<file path="src/rtl/axis_passthrough_pkg.sv">
// axis_passthrough_pkg
//   Shared types and sizing helpers for the AXI4-Stream passthrough.
//   beat_t is the beat record at the default 32-bit data width; the FIFO
//   itself stores a flat vector so other widths work through parameters.
package axis_passthrough_pkg;

    localparam int unsigned TDATA_WIDTH = 32;
    localparam int unsigned TSTRB_WIDTH = TDATA_WIDTH / 8;
    localparam int unsigned FIFO_DEPTH  = 16;
    localparam int unsigned COUNT_WIDTH = $clog2(FIFO_DEPTH) + 1;

    typedef struct packed {
        logic [TDATA_WIDTH-1:0] data;
        logic [TSTRB_WIDTH-1:0] strb;
        logic                   last;
        logic                   user;
    } beat_t;

    function automatic int unsigned strb_width(input int unsigned data_width);
        return data_width / 8;
    endfunction

    function automatic int unsigned count_width(input int unsigned depth);
        return $clog2(depth) + 1;
    endfunction

endpackage

</file>
<file path="src/rtl/axis_passthrough_fifo.sv">
// axis_passthrough_fifo
//   Synchronous first-word-fall-through FIFO. The head entry is held in a
//   register (dout) so it keeps its last value when the FIFO runs empty.
// Ports:
//   clk, rst      clock, asynchronous active-high reset
//   push, din     write strobe and entry
//   pop           read strobe (advance past the head)
//   dout          head entry
//   full, empty   occupancy flags
//   level         occupancy count (only with AXIS_PASSTHROUGH_LEVEL_EN)
module axis_passthrough_fifo
    import axis_passthrough_pkg::*;
#(
    parameter  int unsigned WIDTH = 38,
    parameter  int unsigned DEPTH = 16,
    localparam int unsigned AW    = $clog2(DEPTH),
    localparam int unsigned CW    = count_width(DEPTH)
) (
    input  logic             clk,
    input  logic             rst,
    input  logic             push,
    input  logic [WIDTH-1:0] din,
    input  logic             pop,
    output logic [WIDTH-1:0] dout,
    output logic             full,
    output logic             empty
`ifdef AXIS_PASSTHROUGH_LEVEL_EN
    ,
    output logic [CW-1:0]    level
`endif
);

    logic [WIDTH-1:0] mem [DEPTH];
    logic [AW-1:0]    wr_ptr;
    logic [AW-1:0]    rd_ptr;
    logic [AW-1:0]    rd_next;
    logic [CW-1:0]    count;
    logic [CW-1:0]    count_next;
    logic [WIDTH-1:0] head_next;

    always_comb begin
        rd_next = rd_ptr + AW'(pop);
        case ({push, pop})
            2'b10:   count_next = count + CW'(1);
            2'b01:   count_next = count - CW'(1);
            default: count_next = count;
        endcase
        // Preload the next head: if nothing older survives this edge, the
        // entry being written now becomes the head (one-cycle latency).
        head_next = dout;
        if (count_next != '0) begin
            if ((count - CW'(pop)) == '0) begin
                head_next = din;
            end else begin
                head_next = mem[rd_next];
            end
        end
    end

    always_ff @(posedge clk) begin
        if (push) begin
            mem[wr_ptr] <= din;
        end
    end

    always_ff @(posedge clk or posedge rst) begin
        if (rst) begin
            wr_ptr <= '0;
            rd_ptr <= '0;
            count  <= '0;
            dout   <= '0;
        end else begin
            wr_ptr <= wr_ptr + AW'(push);
            rd_ptr <= rd_next;
            count  <= count_next;
            dout   <= head_next;
        end
    end

    assign full  = (count == CW'(DEPTH));
    assign empty = (count == '0);

`ifdef AXIS_PASSTHROUGH_LEVEL_EN
    assign level = count;
`endif

endmodule

</file>
<file path="src/rtl/axis_passthrough.sv">
// axis_passthrough
//   AXI4-Stream passthrough with an internal FWFT FIFO. Beats
//   {tdata, tstrb, tlast, tuser} are forwarded unmodified and in order.
//   Optional macro AXIS_PASSTHROUGH_LEVEL_EN adds the fifo_level output.
// Ports:
//   clk, reset          clock, asynchronous active-high reset
//   s00_axis_*          input stream (tready = !full, registered state only)
//   m00_axis_*          output stream (tvalid = !empty, fields = FIFO head)
//   fifo_level          occupancy count (only with AXIS_PASSTHROUGH_LEVEL_EN)
module axis_passthrough
    import axis_passthrough_pkg::*;
#(
    parameter  int unsigned C_AXIS_TDATA_WIDTH = 32,
    parameter  int unsigned C_AXIS_FIFO_DEPTH  = 16,
    localparam int unsigned STRB_W             = strb_width(C_AXIS_TDATA_WIDTH),
    localparam int unsigned CNT_W              = count_width(C_AXIS_FIFO_DEPTH),
    localparam int unsigned BEAT_W             = C_AXIS_TDATA_WIDTH + STRB_W + 2
) (
    input  logic                          clk,
    input  logic                          reset,
    input  logic                          s00_axis_tvalid,
    output logic                          s00_axis_tready,
    input  logic [C_AXIS_TDATA_WIDTH-1:0] s00_axis_tdata,
    input  logic [STRB_W-1:0]             s00_axis_tstrb,
    input  logic                          s00_axis_tlast,
    input  logic                          s00_axis_tuser,
    output logic                          m00_axis_tvalid,
    input  logic                          m00_axis_tready,
    output logic [C_AXIS_TDATA_WIDTH-1:0] m00_axis_tdata,
    output logic [STRB_W-1:0]             m00_axis_tstrb,
    output logic                          m00_axis_tlast,
    output logic                          m00_axis_tuser
`ifdef AXIS_PASSTHROUGH_LEVEL_EN
    ,
    output logic [CNT_W-1:0]              fifo_level
`endif
);

    logic              out_of_reset;
    logic              push;
    logic              pop;
    logic              full;
    logic              empty;
    logic [BEAT_W-1:0] head;

    // Keeps tready low while reset is held; the FIFO count alone would
    // already report not-full during reset.
    always_ff @(posedge clk or posedge reset) begin
        if (reset) begin
            out_of_reset <= 1'b0;
        end else begin
            out_of_reset <= 1'b1;
        end
    end

    assign s00_axis_tready = out_of_reset && !full;
    assign m00_axis_tvalid = !empty;
    assign push            = s00_axis_tvalid && s00_axis_tready;
    assign pop             = m00_axis_tvalid && m00_axis_tready;

    axis_passthrough_fifo #(
        .WIDTH (BEAT_W),
        .DEPTH (C_AXIS_FIFO_DEPTH)
    ) u_fifo (
        .clk   (clk),
        .rst   (reset),
        .push  (push),
        .din   ({s00_axis_tdata, s00_axis_tstrb, s00_axis_tlast, s00_axis_tuser}),
        .pop   (pop),
        .dout  (head),
        .full  (full),
        .empty (empty)
`ifdef AXIS_PASSTHROUGH_LEVEL_EN
        ,
        .level (fifo_level)
`endif
    );

    assign {m00_axis_tdata, m00_axis_tstrb, m00_axis_tlast, m00_axis_tuser} = head;

endmodule

</file>
<file path="config.mk">
export PLATFORM = sky130hd
export DESIGN_NAME = axis_passthrough
export DESIGN_NICKNAME = d
export VERILOG_FILES = /design/src/rtl/axis_passthrough_pkg.sv /design/src/rtl/axis_passthrough_fifo.sv /design/src/rtl/axis_passthrough.sv
export SDC_FILE = /design/constraint.sdc
export NUM_CORES = 1
export LEC_CHECK = 0
export CAP_MARGIN = 30
export CORE_ASPECT_RATIO = 1.1
export CORE_MARGIN = 2
export CORE_UTILIZATION = 45
export CTS_CLUSTER_SIZE = 24
export DETAILED_ROUTE_END_ITERATION = 10
export GPL_ROUTABILITY_DRIVEN = 0
export GPL_TIMING_DRIVEN = 0
export SYNTH_ARGS = -nofsm -noshare
export SYNTH_HDL_FRONTEND = slang
export SYNTH_SLANG_ARGS = --single-unit
</file>
<file path="constraint.sdc">
create_clock -name clk -period 15 [get_ports clk]
set_input_delay 3 -clock clk [delete_from_list [all_inputs] [get_ports clk]]
set_output_delay 3 -clock clk [all_outputs]
set_load 0.1 [all_outputs]
</file>
==> results of run 1 <==
==> cells by family after synthesis <==
logic type,after synthesis
AND/OR/NAND/NOR,43
multiplexers,267
other,1
AO/OA/AOI/OAI,18
flip-flops,660
adder cells (fa/ha/maj),6
buffers and inverters,66
XOR/XNOR,9
==> final timing paths <==
| check | slack (ps) | cells after the start | endpoint | from |
|---|---|---|---|---|
| max | 7880 | 12 | u_fifo.dout[4] | m00_axis_tready |
| min | 500 | 1 | u_fifo.rd_ptr[0] | u_fifo.rd_ptr[0] |
| max reg2reg | 9960 | 13 | u_fifo.dout[4] | u_fifo.count[2] |
| min reg2reg | 500 | 1 | u_fifo.rd_ptr[0] | u_fifo.rd_ptr[0] |
| max in group asynchronous | 11480 | 2 | u_fifo.rd_ptr[3] | reset |
| min in group asynchronous | 2950 | 2 | u_fifo.count[0] | reset |
==> stage by stage <==
stage	setup slack (ps)	total power [uW]
floorplan	7133	4306
global placement	1188	5022
detailed placement	7224	5105
CTS	7834	6853
global route	7694	7037
finish	7883	6764
==> flip-flops by register name, summed over array words and instances (netlist names) <==
signal,cells
u_fifo.mem,608
out_of_reset,1
u_fifo.wr_ptr,4
u_fifo.count,5
u_fifo.rd_ptr,4
u_fifo.dout,38
==> worst reg2reg max path, cell delays in order (launching register included) <==
cell and delay [ps]:
dfrtp_1 360, buf_4 160, nor4_4 330, a21bo_2 260, inv_2 100, ha_1 220, ha_1 300, clkbuf_1 430
clkbuf_1 530, clkbuf_1 730, mux4_2 450, mux4_2 490, mux2_2 300, mux2_4 260
==> area by class of cell <==
class                           instances  area (sq um)
Buffer                                 57         326.6
Clock buffer                           95          1959
Clock inverter                         28         355.3
Fill cell                            4257         25520
Inverter                                9         36.28
Multi-Input combinational cell        344          5851
Sequential cell                       660         19560
Tap cell                              744         930.9
Timing Repair Buffer                  148          1709
==> where the power goes <==
part           internal (uW)  switching, uW
clock network           1070            680
registers               2180           60.2
logic                   1300           1480
==> routing by layer <==
metal / global-route usage [%] / share of wire, % / wire [um]
met5: 0 / 0.041 / 24
met3: 2.985 / 5.5 / 3208
met4: 5.366 / 1.6 / 948
met1: 28.76 / 43 / 24930
met2: 33.76 / 50 / 29210
==> cells in the final DEF, fill, tap and decap left out, types with 5 or more instances in the layout <==
master	n
buf_4	27
bufinv_16	9
buf_1	7
clkinv_2	11
mux4_2	190
xnor2_1	5
clkbuf_1	41
ha_1	6
mux2_4	19
buf_16	11
edfxtp_1	608
nor2_1	5
dfrtp_1	52
clkinv_1	8
inv_1	6
clkbuf_8	5
mux2_2	58
clkdlybuf4s50_1	81
buf_12	5
nor2_4	9
buf_2	12
clkbuf_16	73
buf_6	34
==> impl_metrics.yaml, run 1 <==
outcome:
  outcome: "finished, final reports clean"
floorplan:
  fp.dieH_um: 254.5
  core_area_sq_um: 56250
  die-area_sq_um: 58960
  start_util_pct: 45.62
  die_w_um: 231.7
  num_rows: 91
  ios: 82
synth:
  yosys_register_bits: 660
  yosysWarnings: 0
  synth_largest_area_cell: "edfxtp_1"
  synth-adder-area-share_pct: 0.2925
  synth_edf_count: 608
  synthTopCellsByArea: "edfxtp_1 71%, mux4_2 17%, dfrtp_1 5.1%"
  synth_area_sq_um: 25660
  synth_top_family_by_area: "multiplexers"
  synthMuxAreaShare_pct: 20.33
  synth_compound_area_share_pct: 0.5168
  synth-xor-area-share_pct: 0.3072
  synthCells: 1070
  ys_top_cells_by_count: "608 x edfxtp_1, 190 x mux4_2, 58 x mux2_2"
  syn_nets: 1118
  synth-seq-area-share_pct: 76.22
  syn_avg_cell_area_sq_um: 23.98
  synth.most_common_cell: "edfxtp_1"
  yosys.area.top_type_share_pct: 71.15
  synthSimpleGateAreaFrac_pct: 0.9166
  synth.distinct_cells: 38
  synthArstFlopShare_pct: 7.879
  yosys_most_used_dff: "edfxtp_1"
drt:
  num_vias: 12020
  ant_nets: 0
  drt_iter0_markers: 1306
  drc: 0
  routed_wirelength_um: 58320
  viasPerCell: 5.766
  first_pass_iters: 5
  avgRoutedWirePerCell_um: 27.97
job:
  maxCapViolCount: 0
power:
  p_leak_uw: 0.01004
  power_density_nw_per_um2: 220.1
  ir_worst_vdd_mv: 0.1350
finish:
  fin_util_pct: 54.63
  instances_no_fill: 2085
  fin_area_sq_um: 30730
  n_antenna_cell: 0
  syn2layout_area_growth_pct: 19.74
  drive_gt1_share_pct: 35.72
  final_nets: 1335
timing:
  relSlewSlack_pct: 33.51
  clock.fmax_mhz: 140.5
  drv_slew: 0
  hold_viol_final: 0
  fin_hold_ws_ps: 500.4
  rsz0062_at_grt: "false"
  setup_tns_ps: 0
  post-route-period-util_pct: 47.45
  final-setup-viol-count: 0
  worstMarginPinSlew_ps: 994.3
  layout_min_cycle_time_ps: 7117
  finClkSkew_ps: 16.04
cts:
  path_clk_slew_ps: 60
  cts_made_buffers: 67
  cts_hold_buffers: 0
  tritoncts: "built"
  clk_path_buf_depth: 3
  cts_max_level: 3
  cts_root_buffer: "clkbuf_16"
  cts.sinks: 660
  post_cts_buffers: 0
  cts_resized: 0
  clock_latency_ps: 600
critical_path:
  critPathLaunchType: "input port"
  crit_chain: "clkdlybuf4s50_1, a21bo_2, inv_2, ha_1, ha_1, clkbuf_1, clkbuf_1, clkbuf_1, mux4_2, mux4_2, mux2_2, mux2_4"
  slowest_delay_ps: 720
  cp.required_ps: 15480
  slowest_stage: "clkbuf_1"
  cp_num_buf_inv: 5
  cp.arrival_ps: 7600
  cp_top_family: "buffers and inverters"
  critical_path_class: "in2reg"
  path_max_fanout: 10
  cp_common_cell: "clkbuf_1"
  cp-end-kind: "flop"
global_routing:
  grt_max_degree: 53
  grt_pass1_vias: 12460
  overflow: 0
  grt_pass1_wl_um: 85420
  antenna_found_initial: 2
  grt_use_total_pct: 20.41
placed_design:
  place_area_sq_um: 28410
  dp_hpwl_um: 37140
  port_buffers: 81
  dp_cells: 1962
min_path:
  min_path_type: "reg2reg"
(Power assumes the default switching activity.)
==> inputs of run 2 (changes only) <==
==> constraint.sdc (replaced) <==
create_clock -name clk -period 6.75 [get_ports clk]
set_input_delay 1.35 -clock clk [delete_from_list [all_inputs] [get_ports clk]]
set_output_delay 1.35 -clock clk [all_outputs]
set_load 0.1 [all_outputs]
==> results of run 2 <==
The final DEF is identical to that of run 1. Status: finished, final reports clean.
Among the figures that moved: setup slack after placement 7224 ps -> 623.7 ps; setup slack after layout 7883 ps -> 1283 ps; register-to-register setup slack 9960 ps -> 1710 ps; total power 6764 uW -> 15030 uW; worst IR drop on VDD 0.1350 mV -> 0.3000 mV
